**config.mk**
```make
export PLATFORM = sky130hd
export DESIGN_NAME = out_uart_tx
export DESIGN_NICKNAME = d
export VERILOG_FILES = /design/src/rtl/out_uart_pkg.sv /design/src/rtl/out_uart_tx_fifo.sv /design/src/rtl/out_uart_tx.sv
export SDC_FILE = /design/constraint.sdc
export NUM_CORES = 1
export LEC_CHECK = 0
export BUFFER_PORTS_ARGS = -buffer_cell sky130_fd_sc_hd__buf_2
export CELL_PAD_IN_SITES_DETAIL_PLACEMENT = 1
export CELL_PAD_IN_SITES_GLOBAL_PLACEMENT = 2
export CORE_AREA = 2 2 121 123
export DETAILED_ROUTE_END_ITERATION = 10
export DIE_AREA = 0 0 123 125
export PLACE_DENSITY_LB_ADDON = 0.1
export SLEW_MARGIN = 20
export SYNTH_ARGS = -nofsm -noshare
export SYNTH_HDL_FRONTEND = slang
export SYNTH_SLANG_ARGS = --single-unit
```
**constraint.sdc**
```tcl
create_clock -name clk -period 3.06 [get_ports clk]
set_input_delay 0.306 -clock clk [delete_from_list [all_inputs] [get_ports clk]]
set_output_delay 0.306 -clock clk [all_outputs]
set_load 0.1 [all_outputs]
```
**src/rtl/out_uart_pkg.sv**
```systemverilog
// Shared types and constants for the OUT-instruction serial output stage.
package out_uart_pkg;

  localparam int unsigned UART_DATA_BITS  = 8;
  localparam logic        UART_IDLE_LEVEL = 1'b1;

  typedef enum logic [2:0] {
    IDLE,
    START,
    DATA,
    PARITY,
    STOP
  } tx_state_t;

endpackage

```
**src/rtl/out_uart_tx_fifo.sv**
```systemverilog
// Synchronous first-word-fall-through FIFO; pointers carry one extra wrap bit.
module out_fifo #(
  parameter int unsigned DEPTH = 8,
  parameter int unsigned WIDTH = 8
) (
  input  logic                     clk,
  input  logic                     rst,
  input  logic                     push,
  input  logic [WIDTH-1:0]         din,
  input  logic                     pop,
  output logic [WIDTH-1:0]         dout,
  output logic                     full,
  output logic                     empty,
  output logic [$clog2(DEPTH):0]   count
);

  localparam int unsigned AW      = $clog2(DEPTH);
  localparam logic [AW:0] PTR_ONE = (AW+1)'(1);

  logic [AW:0]      wr_ptr_q, wr_ptr_d;
  logic [AW:0]      rd_ptr_q, rd_ptr_d;
  logic [WIDTH-1:0] mem_q [DEPTH];
  logic             do_push, do_pop;

  assign empty = (wr_ptr_q == rd_ptr_q);
  assign full  = (wr_ptr_q[AW] != rd_ptr_q[AW]) &&
                 (wr_ptr_q[AW-1:0] == rd_ptr_q[AW-1:0]);
  assign count = wr_ptr_q - rd_ptr_q;
  assign dout  = mem_q[rd_ptr_q[AW-1:0]];

  // A pop in the same cycle frees the slot, so a push while full still lands.
  assign do_pop  = pop & ~empty;
  assign do_push = push & (~full | do_pop);

  always_comb begin
    wr_ptr_d = wr_ptr_q;
    rd_ptr_d = rd_ptr_q;
    if (do_push) wr_ptr_d = wr_ptr_q + PTR_ONE;
    if (do_pop)  rd_ptr_d = rd_ptr_q + PTR_ONE;
  end

  always_ff @(posedge clk) begin
    if (rst) begin
      wr_ptr_q <= '0;
      rd_ptr_q <= '0;
    end else begin
      wr_ptr_q <= wr_ptr_d;
      rd_ptr_q <= rd_ptr_d;
    end
  end

  always_ff @(posedge clk) begin
    if (do_push) mem_q[wr_ptr_q[AW-1:0]] <= din;
  end

endmodule

```
**src/rtl/out_uart_tx.sv**
```systemverilog
// Captures CPU OUT bytes on a rising Lr edge and sends them as 8N1 serial frames.
// Define OUT_UART_PARITY_EN for 8E1 frames (even parity bit between data and stop).
module out_uart_tx
  import out_uart_pkg::*;
#(
  parameter int unsigned CLKS_PER_BIT = 16,
  parameter int unsigned FIFO_DEPTH   = 8
) (
  input  logic                          clk,
  input  logic                          rst,
  input  logic [7:0]                    LEDS,
  input  logic                          Lr,
  output logic                          tx,
  output logic                          busy,
  output logic                          overflow,
  output logic [$clog2(FIFO_DEPTH):0]   fifo_count
);

  localparam int unsigned BW        = (CLKS_PER_BIT > 1) ? $clog2(CLKS_PER_BIT) : 1;
  localparam logic [BW-1:0] BAUD_LAST = BW'(CLKS_PER_BIT - 1);
  localparam logic [BW-1:0] BAUD_ONE  = BW'(1);
  localparam logic [3:0]    BITS_LAST = 4'(UART_DATA_BITS - 1);

  tx_state_t   state_q;
  logic [BW-1:0] baud_q;
  logic [3:0]  bit_q;
  logic [7:0]  shreg_q;
  logic        tx_q;
  logic        lr_q;
  logic        overflow_q;
`ifdef OUT_UART_PARITY_EN
  logic        parity_q;
`endif

  logic        capture, pop, baud_last;
  logic        fifo_full, fifo_empty;
  logic [7:0]  fifo_dout;

  assign capture   = Lr & ~lr_q;
  assign baud_last = (baud_q == BAUD_LAST);
  // The last stop cycle may pop so the next start bit follows with no gap.
  assign pop       = ~fifo_empty & ((state_q == IDLE) | ((state_q == STOP) & baud_last));

  out_fifo #(
    .DEPTH (FIFO_DEPTH),
    .WIDTH (8)
  ) u_fifo (
    .clk   (clk),
    .rst   (rst),
    .push  (capture),
    .din   (LEDS),
    .pop   (pop),
    .dout  (fifo_dout),
    .full  (fifo_full),
    .empty (fifo_empty),
    .count (fifo_count)
  );

  always_ff @(posedge clk) begin
    if (rst) begin
      lr_q       <= 1'b1;
      overflow_q <= 1'b0;
    end else begin
      lr_q <= Lr;
      if (capture & fifo_full & ~pop) overflow_q <= 1'b1;
    end
  end

  always_ff @(posedge clk) begin
    if (rst) begin
      state_q  <= IDLE;
      baud_q   <= '0;
      bit_q    <= '0;
      shreg_q  <= '0;
      tx_q     <= UART_IDLE_LEVEL;
`ifdef OUT_UART_PARITY_EN
      parity_q <= 1'b0;
`endif
    end else begin
      case (state_q)
        IDLE: begin
          tx_q <= UART_IDLE_LEVEL;
          if (!fifo_empty) begin
            shreg_q  <= fifo_dout;
`ifdef OUT_UART_PARITY_EN
            parity_q <= ^fifo_dout;
`endif
            baud_q   <= '0;
            bit_q    <= '0;
            tx_q     <= 1'b0;
            state_q  <= START;
          end
        end
        START: begin
          if (baud_last) begin
            baud_q  <= '0;
            tx_q    <= shreg_q[0];
            state_q <= DATA;
          end else begin
            baud_q <= baud_q + BAUD_ONE;
          end
        end
        DATA: begin
          if (baud_last) begin
            baud_q <= '0;
            if (bit_q == BITS_LAST) begin
`ifdef OUT_UART_PARITY_EN
              bit_q   <= bit_q + 4'd1;
              tx_q    <= parity_q;
              state_q <= PARITY;
`else
              tx_q    <= UART_IDLE_LEVEL;
              state_q <= STOP;
`endif
            end else begin
              bit_q   <= bit_q + 4'd1;
              shreg_q <= {1'b0, shreg_q[7:1]};
              tx_q    <= shreg_q[1];
            end
          end else begin
            baud_q <= baud_q + BAUD_ONE;
          end
        end
`ifdef OUT_UART_PARITY_EN
        PARITY: begin
          if (baud_last) begin
            baud_q  <= '0;
            tx_q    <= UART_IDLE_LEVEL;
            state_q <= STOP;
          end else begin
            baud_q <= baud_q + BAUD_ONE;
          end
        end
`endif
        STOP: begin
          if (baud_last) begin
            baud_q <= '0;
            if (!fifo_empty) begin
              shreg_q  <= fifo_dout;
`ifdef OUT_UART_PARITY_EN
              parity_q <= ^fifo_dout;
`endif
              bit_q    <= '0;
              tx_q     <= 1'b0;
              state_q  <= START;
            end else begin
              tx_q    <= UART_IDLE_LEVEL;
              state_q <= IDLE;
            end
          end else begin
            baud_q <= baud_q + BAUD_ONE;
          end
        end
        default: begin
          tx_q    <= UART_IDLE_LEVEL;
          state_q <= IDLE;
        end
      endcase
    end
  end

  assign tx       = tx_q;
  assign overflow = overflow_q;
  assign busy     = (state_q != IDLE) | ~fifo_empty;

endmodule

```
After elaboration in Yosys (flattened, before gate mapping)
Memories as Yosys holds them, arrays and structs flattened. A register that Yosys moved wholly into a read port is not among the register bits.
Cells that the tools add are included.
- multiplexer cells: 30
- $add $sub $neg: 5
- eq/ne operators: 14
- reduce and logical (&&, ||, !) cells: 10
- divide/modulo/power cells: 0
- shifts and indexed selects: 0
- bitwise gates (word level): 14
- order comparisons: 0
- $mul: 0
- operators with widths (operator ; number):
    two-way mux 8 bit ; 4
    two-way mux 4 bit ; 6
    case mux 8 bit (3 select lines) ; 1
    two-way mux 3 bit ; 7
    adder 4 x 1 -> 4 bit (second input constant) ; 4
    != test 2 bit (second input constant) ; 6
    case mux 3 bit (4 select lines) ; 1
    case mux 4 bit (3 select lines) ; 1
    two-way mux 1 bit ; 8
    case mux 4 bit (2 select lines) ; 1
    bitwise AND 1 bit ; 7
    nonzero test 3 bit ; 2
    AND reduction 5 bit ; 1
    == test 4 x 3 -> 1 bit (second input constant) ; 1
    == test 4 bit ; 1
    == test 4 bit (second input constant) ; 1
    inverter 1 bit ; 4
    case mux 1 bit (4 select lines) ; 1
    AND reduction 4 bit ; 1
    subtractor 4 bit ; 1
    == test 3 x 1 -> 1 bit (second input constant) ; 1
    == test 3 x 2 -> 1 bit (second input constant) ; 1
    == test 3 bit ; 1
    == test 3 bit (second input constant) ; 1
    other kinds (8) ; 10
- register bits: 30
- output and inout port bits: 7
- latch bits: 0
- word-level logic and storage cells: 83
- memories: 1
- memory bits (read-only): 0
- bits in writable memories: 64
- memory list (name ; depth ; width ; rd ports ; clocked after memory_dff ; write ports ; RTL line ; text):
    u_fifo.mem_q ; 8 ; 8 ; 1 ; 1 ; 1 ; out_uart_tx_fifo.sv:22 ; logic [WIDTH-1:0] mem_q [DEPTH];

Longest topological paths before layout
- word-level depth: 9
- depth in mapped cells: 8
- depth with buffers taken out: 7

Modules after synthesis
From an unflattened synthesis, not the netlist that was laid out.
- cells, all modules: 299
- area, all modules: 4241.6 µm²
- by module, submodules not included (module ; cells an instance ; sequential area each (µm²) ; times used ; area an instance (µm²)):
    out_fifo ; 167 ; 2142.1 ; 1 ; 3138.0
    out_uart_tx ; 132 ; 440.4 ; 1 ; 1103.6

Worst setup path after synthesis
No wires, ideal clock.
- path kind: register -> output
- start: register u_fifo.wr_ptr_q[0]
- end: output port fifo_count[2]
- path slack: 0.135 ns
- arrival time: 2.619 ns
- stages on the path, launching flop included: 5
- path buffers: 0
- cells stage by stage: dfxtp_1 > inv_1 > ha_1 > fa_1 > xnor2_1
- cells in the longest elaborated chain, start to end: 1
- ends and longest elaborated chain (what ; RTL line ; text):
    from (decl) ; out_uart_tx_fifo.sv:20 ; logic [AW:0] wr_ptr_q, wr_ptr_d;
    from (signal assigned) ; out_uart_tx_fifo.sv:47 ; wr_ptr_q <= wr_ptr_d;
    subtractor 4 bit ; out_uart_tx_fifo.sv:28 ; assign count = wr_ptr_q - rd_ptr_q;
    to (decl) ; out_uart_tx.sv:16 ; output logic [$clog2(FIFO_DEPTH):0] fifo_count
No other way between the ends.

Final worst setup path
Ends and elaborated chain as after synthesis.

==> reports/metrics.csv <==
metric,value,unit
clk-insertion-delay-late,0.35,ns
cp-end-kind,output port,
start_kind,register,
start_util,29.1,%
gp_congestion,0.703,
synth-async-reset-ratio,0,%
status,"complete, no violations",
core-area,14200,um2
min_from,Lr,
clkSinkCount,97,
grt_pass1_vias,2761,
num_antenna_cells,0,
first_pass_iters,4,
ff2ff_setup_slack,0.64,ns
viasPerCell,4.77,
multiInputGateArea,1460,um2
p_switching,1.25,mW
total_power,3.85,mW
leakage,1.67,nW
rr_endpoint,u_fifo.mem_q[4][5],
dpl_cell_area,4490,um2
share_seq_of_total_power,40.7,%
drtIter0Drc,82,
ys_warn_count,0,
die_w,123,um
grt_max_degree,31,
critPathArrivalTime,2.14,ns
hold_end,lr_q,
fp.dieArea,15400,um2
synth_area_leader_cell,edfxtp_1,
rsz0062_at_grt,false,
synth_edf_count,64,
synthDistinctLibCells,47,
cts_resized,0,
crit_start,u_fifo.wr_ptr_q[0],
whs_path_depth,2,
cts_root_buffer,clkbuf_16,
setup_viol,0,
hold_buffers,0,
worstPathRequired,2.75,ns
min_period,2.45,ns
ys_seq_area_share,62.5,%
vdd_drop_max,343,uV
switching_share,32.4,%
path_class,register to output port,
cts.clk_slew.worst_paths,0.07,ns
grt_util_all_layers,13.9,%
tritoncts,done,
nets,367,
finalClockSkew,0.00823,ns
clock_path_buffers,2,
maxSlewHeadroom,44.0,%
pwr-share-clk,34.2,%
tightest_slew,0.839,ns
syn_area,4130,um2
drive_gt1_share,20.7,%
synth-seq-cells,97,
dp_hpwl,6620,um
p_int,2.60,mW
yosys.area.top_type_share,46.5,%
final_max_slew_viol_count,0,
max_freq,409,MHz
synth_cells,320,
path_max_fanout,6,
power_frac_comb,25.2,%
syn_avg_cell_area,12.9,um2
maxCapViolCount,0,
r2r-start,u_fifo.wr_ptr_q[0],
num_rows,44,
htreeDepth,3,
syn_nets,339,
hold_violations,0,
post-route-period-util,79.9,%
postRouteAntennaNets,0,
area_growth,17.1,%
io_pins,18,
antenna_found_initial,0,
synth_most_common_cell,edfxtp_1,
chipHeight,125,um
cts_made_buffers,9,
post_drt_wl_per_cell,18.2,um
yosys-top-cells-area,"edfxtp_1 (47%), dfxtp_1 (16%), mux2_2 (4.1%)",
vias,2562,
register_area,2580,um2
drc,0,
io_buffers,17,
final_cell_area,4840,um2
synth_common_cells,"edfxtp_1 (64), dfxtp_1 (33), nor2_1 (32), nor3_1 (23), mux2i_1 (16)",
synth_ff_type,edfxtp_1,
tns,0,ns
nFillCells,1529,
wirelength,9770,um
p_per_area,795,nW/um2
hp-class,input port to register,
post-cts-setup-buffers,0,
utilization,34.1,%
grt_pass1_wl,15500,um
grt_overflow,0,
hold-worst-slack,0.155,ns
r2r_cells,8,
[metal layers]
metal | global-route usage, % | routed length, um | vias to the layer above
li1 | - | - | 1260
met1 | 20.2 | 4950 | 1270
met5 | 0 | 0 | -
met4 | 5.61 | 168 | 0
met3 | 2.92 | 250 | 10
met2 | 19.9 | 4400 | 22
[cell type report]
cell class	instances	share of cell area [%]
Sequential cell	97	53.3
Tap cell	184	4.76
Multi-Input combinational cell	201	30.1
Clock inverter	7	2.53
Timing Repair Buffer	28	3.72
Clock buffer	9	4.65
Inverter	11	0.853
[kinds of logic after synthesis]
kind of cell	Yosys count	synth area share, %
muxes	33	9.05
adders and majority gates	8	2.60
buffers and inverters	22	2.36
xor gates and xnor gates	12	2.72
DFF	97	62.5
and+or+nand+nor	92	11.1
AOI/OAI and AO/OA	56	9.63
[worst max-delay path: stages, from the launching register on]
cell and delay (ns):
dfxtp_1 0.44, inv_1 0.12, ha_1 0.22, fa_1 0.39, xnor2_1 0.16, buf_2 0.45
[through the flow]
stage	setup slack [ns]	cells
after floorplan	0.135	320
after global placement	0.680	521
after detailed placement	0.631	521
after CTS	0.576	537
after global routing	0.457	537
final	0.614	537
[cells in the final DEF, fill, tap and decap left out, types with 3 or more instances in the layout]
cell type  count
o21ai_0        4
nor3_1        23
o22ai_1        7
a211oi_1       8
o211ai_1       5
edfxtp_1      64
a22o_1         7
nand2_1       11
a21oi_1       12
inv_1         11
nor2_1        32
ha_1           7
or2_2          3
dfxtp_1       33
xnor2_1        7
nand3_1        5
and3_1         3
or3_1          3
buf_2         17
buf_4         10
bufinv_16      3
xor2_1         4
mux2_2        15
clkbuf_16      9
mux2i_1       16
[worst max path at each step]
stage / slack [ns] / to
floorplan: 0.13 / fifo_count[2]
CTS: 0.58 / fifo_count[3]
detailed placement: 0.63 / u_fifo.mem_q[4][1]
global route: 0.46 / fifo_count[2]
global placement: 0.68 / u_fifo.mem_q[4][4]
finish: 0.61 / fifo_count[2]
[power by group through the flow]
| stage | Combinational [mW] | Sequential [mW] | Clock, mW |
|---|---|---|---|
| 6_report | 0.968 | 1.56 | 1.31 |
| 5_1_grt | 1.05 | 1.58 | 1.42 |
| 4_1_cts | 0.986 | 1.57 | 1.36 |
| 3_5_place_dp | 0.984 | 1.60 | 0 |
| 3_3_place_gp | 0.977 | 1.59 | 0 |
| 2_1_floorplan | 0.725 | 1.60 | 0 |
[flip-flops by register name (all words and copies together), names as in the netlist, named ones only]
name	cells
overflow	1
u_fifo.wr_ptr_q	4
baud_q	4
state_q	3
lr_q	1
u_fifo.rd_ptr_q	4
tx	1
bit_q	4
u_fifo.mem_q	64
shreg_q	8
No activity file was read; power rests on OpenSTA's default activity.
